File: config.mk
export PLATFORM = sky130hd
export DESIGN_NAME = alu_share_ctrl
export DESIGN_NICKNAME = d
export VERILOG_FILES = /design/src/rtl/alu_share_ctrl.sv
export SDC_FILE = /design/constraint.sdc
export NUM_CORES = 1
export LEC_CHECK = 0
export ABC_AREA = 1
export CAP_MARGIN = 30
export CORE_ASPECT_RATIO = 0.75
export CORE_UTILIZATION = 25
export CTS_CLUSTER_DIAMETER = 120
export DETAILED_ROUTE_END_ITERATION = 6
export PLACE_DENSITY = 0.62
export SYNTH_ARGS = -nofsm -noshare
export SYNTH_HDL_FRONTEND = slang
export SYNTH_SLANG_ARGS = --single-unit
export TNS_END_PERCENT = 5
File: constraint.sdc
create_clock -name clk -period 2 [get_ports clk]
set_input_delay 0.3 -clock clk [delete_from_list [all_inputs] [get_ports clk]]
set_output_delay 0.3 -clock clk [all_outputs]
set_load 0.05 [all_outputs]
File: src/rtl/alu_share_ctrl.sv
// Two-port round-robin sequencer that time-shares a single combinational ALU.
// Each granted op runs EXEC (ALU evaluates) then DONE (result returned with a one-cycle strobe).
module alu_share_ctrl #(
    parameter int DATA_W = 32,
    parameter int CTR_W  = 3
) (
    input  logic              clk,
    input  logic              rst_n,
    input  logic              req0,
    input  logic              req1,
    input  logic [DATA_W-1:0] a0,
    input  logic [DATA_W-1:0] a1,
    input  logic [DATA_W-1:0] b0,
    input  logic [DATA_W-1:0] b1,
    input  logic [CTR_W-1:0]  ctr0,
    input  logic [CTR_W-1:0]  ctr1,
    output logic              done0,
    output logic              done1,
    output logic [DATA_W-1:0] result,
    output logic              zero,
    output logic              carrier,
    output logic              busy,
    output logic [DATA_W-1:0] alu_a,
    output logic [DATA_W-1:0] alu_b,
    output logic [CTR_W-1:0]  alu_ctr,
    input  logic [DATA_W-1:0] alu_result,
    input  logic              alu_zero,
    input  logic              alu_carrier
);

    typedef enum logic [1:0] {
        IDLE = 2'd0,
        EXEC = 2'd1,
        DONE = 2'd2
    } state_t;

    state_t              state;
    state_t              state_nxt;
    logic                ptr;
    logic                owner;
    logic                grant_en;
    logic                grant_port;
    logic [DATA_W-1:0]   win_a;
    logic [DATA_W-1:0]   win_b;
    logic [CTR_W-1:0]    win_ctr;
    logic [DATA_W-1:0]   op_a;
    logic [DATA_W-1:0]   op_b;
    logic [CTR_W-1:0]    op_ctr;
    logic [DATA_W-1:0]   res_q;
    logic                zero_q;
    logic                carrier_q;

    // Arbitration: in DONE only the port that did not just finish may be granted.
    always_comb begin
        grant_en   = 1'b0;
        grant_port = 1'b0;
        case (state)
            IDLE: begin
                if (req0 && req1) begin
                    grant_en   = 1'b1;
                    grant_port = ptr;
                end else if (req0) begin
                    grant_en   = 1'b1;
                    grant_port = 1'b0;
                end else if (req1) begin
                    grant_en   = 1'b1;
                    grant_port = 1'b1;
                end
            end
            DONE: begin
                if (owner ? req0 : req1) begin
                    grant_en   = 1'b1;
                    grant_port = ~owner;
                end
            end
            default: begin
                grant_en   = 1'b0;
                grant_port = 1'b0;
            end
        endcase
    end

    assign win_a   = grant_port ? a1   : a0;
    assign win_b   = grant_port ? b1   : b0;
    assign win_ctr = grant_port ? ctr1 : ctr0;

    always_ff @(posedge clk or negedge rst_n) begin
        if (!rst_n) begin
            state <= IDLE;
        end else begin
            state <= state_nxt;
        end
    end

    always_comb begin
        state_nxt = state;
        case (state)
            IDLE:    state_nxt = grant_en ? EXEC : IDLE;
            EXEC:    state_nxt = DONE;
            DONE:    state_nxt = grant_en ? EXEC : IDLE;
            default: state_nxt = IDLE;
        endcase
    end

    // Grant edge: latch the winner's operands so the requester may change them freely afterwards.
    always_ff @(posedge clk or negedge rst_n) begin
        if (!rst_n) begin
            ptr    <= 1'b0;
            owner  <= 1'b0;
            op_a   <= '0;
            op_b   <= '0;
            op_ctr <= '0;
        end else if (grant_en) begin
            ptr    <= ~grant_port;
            owner  <= grant_port;
            op_a   <= win_a;
            op_b   <= win_b;
            op_ctr <= win_ctr;
        end
    end

    // EXEC edge: capture the ALU outputs; they hold until the next EXEC.
    always_ff @(posedge clk or negedge rst_n) begin
        if (!rst_n) begin
            res_q     <= '0;
            zero_q    <= 1'b0;
            carrier_q <= 1'b0;
        end else if (state == EXEC) begin
            res_q     <= alu_result;
            zero_q    <= alu_zero;
            carrier_q <= alu_carrier;
        end
    end

    always_comb begin
        done0 = (state == DONE) && !owner;
        done1 = (state == DONE) &&  owner;
        busy  = (state == EXEC) || (state == DONE);
    end

    assign alu_a   = op_a;
    assign alu_b   = op_b;
    assign alu_ctr = op_ctr;
    assign result  = res_q;
    assign zero    = zero_q;
    assign carrier = carrier_q;

endmodule

After elaboration in Yosys (flattened, before gate mapping). Cells that the tools add are included.

Equality and inequality tests: 2. Bitwise operators: 2. Mux-type cells: 15. Reduce and logical (&&, ||, !) cells: 7.

Operators with widths (number): two-way mux 32 bit (2); two-way mux 1 bit (9); one-hot mux 1 bit (2 select lines) (2); one-hot mux 2 bit (2 select lines) (1); logical AND 1 bit (3); two-way mux 3 bit (1); equality test 2 x 1 -> 1 bit, second input constant (1); equality test 2 bit, second input constant (1); zero test 2 bit (1); inverter 1 bit (2); OR reduction 2 bit (1); zero test 1 bit (1); logical OR 1 bit (1).

Flip-flop bits (word level): 105. Word-level logic and storage cells: 35. Input port bits: 172.

Logic depth before layout (Yosys ltp).
Word-level depth: 6. Gate-level depth with buffers: 12. Depth with buffers taken out: 10.

Worst setup path after synthesis. No wires, ideal clock.

Path type: reg-to-output. From: register state[0]. To: output port done0. Stages on the path, launching flop included: 5. Setup slack: 0.350 ns. Arrival time: 1.350 ns. Cells stage by stage: dfrtp_1 -> inv_1 -> ha_1 -> inv_1 -> nor2_1.

Cells in the longest elaborated chain, start to end: 2.

RTL lines: start, declared (line 37) `state_t state;`; start signal, assigned (line 91) `state <= state_nxt;`; equality test 2 bit (line 136) `done0 = (state == DONE) && !owner;`; logical AND 1 bit (line 136); end, declared (line 17) `output logic done0,`.

No other way between the ends.

Worst setup path in the final report.
From: register op_a[22], in the netlist alu_a[22]. To: output port alu_a[22].

RTL lines: start, declared (line 46) `logic [DATA_W-1:0] op_a;`; start signal, assigned (line 116) `op_a <= win_a;`; end, declared (line 23) `output logic [DATA_W-1:0] alu_a,`.

No word-level cell between the ends.

==> flow_summary.yaml <==
flow_run:
  cap_violations: 0
timing:
  hold_violations: 0
  rsz0062_at_grt: "no"
  fin_tns_setup_ns: 0
  setup_ws_ns: 0.1152
  min_period_over_period_pct: 94.24
  fin_skew_ns: 0.01063
  slew_headroom_pct: 62.42
  worst_pin_slew_ns: 0.5620
  maxSlewViolCount: 0
  timing.fmax_mhz: 530.6
  finalCriticalPeriod_ns: 1.885
  setup_viol: 0
synthesis:
  synthesis.area_um2: 5107
  synth_fa_ha_area_share_pct: 1.225
  ys_seq_elements: 105
  synth_cell_types: 18
  synth-compound-area-share_pct: 0.09799
  syn_inst: 611
  muxShareOfSynthArea_pct: 7.496
  syn_nets: 788
  yosys-top-cells-area: "dfrtp_1 (51%), nand2_1 (15%), nand3_1 (13%)"
  synth_top_area_share_pct: 51.45
  synth_simple_gate_area_share_pct: 29.30
  synth_top_family_by_area: "simple AND/OR/NAND/NOR gates"
  avgSynthCellArea_um2: 8.359
  synth_xor_area_share_pct: 0
  yosys_warnings: 0
  ys_seq_area_share_pct: 51.45
  synth_top_cell_by_area: "dfrtp_1"
detailed_routing:
  drt-pass1-iter-count: 4
  wire_per_inst_um: 14.87
  routed_wirelength_um: 16810
  routed_via_density: 4.326
  route.detailed.drc: 0
  vias: 4893
  ant_nets: 0
  dr.first_iter.drc_count: 340
grt:
  grt_pass1_wl_um: 26850
  antenna_found_initial: 0
  grtUsageTotal_pct: 16.29
  grt-ovfl-total: 0
  grt_pass1_vias: 4873
  grt_max_degree: 49
worst_setup_path:
  cp_slowest_cell: "clkdlybuf4s50_1"
  r2r-start: "state[0]"
  startpoint: "alu_a[22]"
  arrival_ns: 1.58
  critPathTopFamily: "buffers and inverters"
  critical_path_class: "reg -> out"
  cp_max_fo: 2
  crit_path_end_kind: "output port"
  crit_chain: "clkdlybuf4s50_1"
  crit_path_max_incr_delay_ns: 0.83
  cp_num_buf_inv: 1
  required_ns: 1.70
  startpoint_type: "register"
final_layout:
  finish.instance_area_um2: 8448
  antenna_cells: 0
  fillers: 1980
  area_growth_pct: 65.41
  layout-drive-gt1-share_pct: 8.428
  nets: 1050
clock_tree:
  cts_resized: 0
  insertion_delay_ns: 0.35
  cts_sinks: 105
  htreeDepth: 3
  cts_tree: "done"
  cts-root-buf: "clkbuf_16"
  numCtsBuffers: 9
  clkTransAtPathRegs_ns: 0.08
  cts_buffer_depth: 2
  postCtsSetupBuffers: 0
placed_design:
  placed_cell_area_um2: 8154
  place_hpwl_um: 11760
  gp_congestion: 0.7850
  place_ws_ns: 0.1934
  io_buffers: 275
floorplanning:
  die_x_um: 167.0
  start_util_pct: 25.99
  core_um2: 19650
  num_rows: 44
  fp.dieArea_um2: 21010
  die_h_um: 125.8
  io_pins: 276
pwr:
  power.total_mw: 16.22
  p_leak_nw: 4.018
  vdd_drop_max_mv: 0.9683
  power_density_nw_per_um2: 1920
hold_path:
  timing.hold.worst.class: "in -> async"
status:
  status: "finished, final reports clean"
path summary, 6_finish.rpt:
kind | end | slack [ns] | cells past startpoint
worst max-delay path | alu_a[22] | 0.12 | 1
worst min-delay path | result[22] | 0.38 | 2
worst max register to register | alu_b[4] | 0.27 | 10
worst min register to register | result[9] | 0.51 | 1
max in group asynchronous | ptr | 1.06 | 3
min in group clk | alu_a[20] | 0.49 | 3
through the flow:
step,hold slack [ns],instances,utilization [%]
2_1_floorplan,0.004409,611,-
6_report,0.3783,1131,42.98
4_1_cts,0.3655,1131,42.98
3_3_place_gp,0.2009,1114,41.49
5_1_grt,0.3847,1131,42.98
3_5_place_dp,0.2056,1114,41.49
registers in the layout, indices dropped and copies added, names as in the netlist:
name,flops
alu_a,32
alu_b,32
carrier,1
alu_ctr,3
state,2
zero,1
owner,1
result,32
ptr,1
placed cells by master, fill, tap and decap left out:
master / Yosys / routed
clkdlybuf4s50_1: 0 / 270
nand2_1: 209 / 209
nand3_1: 134 / 134
dfrtp_1: 105 / 105
inv_1: 70 / 70
mux2_2: 34 / 34
buf_12: 0 / 10
clkbuf_16: 0 / 9
buf_4: 10 / 9
clkinv_1: 7 / 7
ha_1: 5 / 5
inv_6: 0 / 3
nand2_2: 2 / 2
nor2_1: 2 / 2
nand3_2: 1 / 1
nand2_4: 1 / 1
inv_2: 1 / 1
a21oi_1: 1 / 1
clkinvlp_4: 0 / 1
clkinv_2: 0 / 1
inv_8: 0 / 1
clkinv_4: 0 / 1
dlygate4sd3_1: 0 / 1
logic make-up (layout without fill, tap and decap cells):
family	after synthesis	after routing
flip-flops	105	105
adder cells (fa/ha/maj)	5	5
AO/OA/AOI/OAI	1	1
multiplexers	34	34
AND/OR/NAND/NOR	349	349
buffers and inverters	117	384
what timing repair did:
action	CTS	global route
hold buffers	1	0
endpoints found under the setup margin	0	0
endpoints found under the hold margin	16	0
metal layers:
layer	global-route usage [%]	up-vias	wire length, µm
li1	-	2430	-
met4	4.739	0	276
met1	21.01	2233	7581
met5	0	-	0
met2	25.82	210	7437
met3	5.563	20	1519
Yosys cell counts:
| master | instances |
|---|---|
| buf_1 | 1 |
| nand2_4 | 1 |
| nand2_1 | 209 |
| clkinv_1 | 7 |
| inv_2 | 1 |
| buf_4 | 10 |
| clkbuf_1 | 3 |
| a21oi_1 | 1 |
| buf_6 | 4 |
| nand2_2 | 2 |
| ha_1 | 5 |
| dfrtp_1 | 105 |
| buf_2 | 21 |
| nand3_2 | 1 |
| nor2_1 | 2 |
| mux2_2 | 34 |
| inv_1 | 70 |
| nand3_1 | 134 |
layout make-up:
cell class	instances	area (µm²)	share of cell area (%)
Inverter	78	292.8	3.466
Clock inverter	7	58.81	0.6961
Tap cell	253	316.6	3.747
Multi-Input combinational cell	389	1947	23.05
Timing Repair Buffer	290	2980	35.28
Clock buffer	9	225.2	2.666
Sequential cell	105	2628	31.10
report_power, final:
| group | internal [mW] | total (mW) | switching, mW |
|---|---|---|---|
| registers | 3.26 | 3.86 | 0.599 |
| logic | 3.70 | 10.6 | 6.91 |
| clock network | 0.869 | 1.74 | 0.875 |
Power figures use the tool's default switching activity.
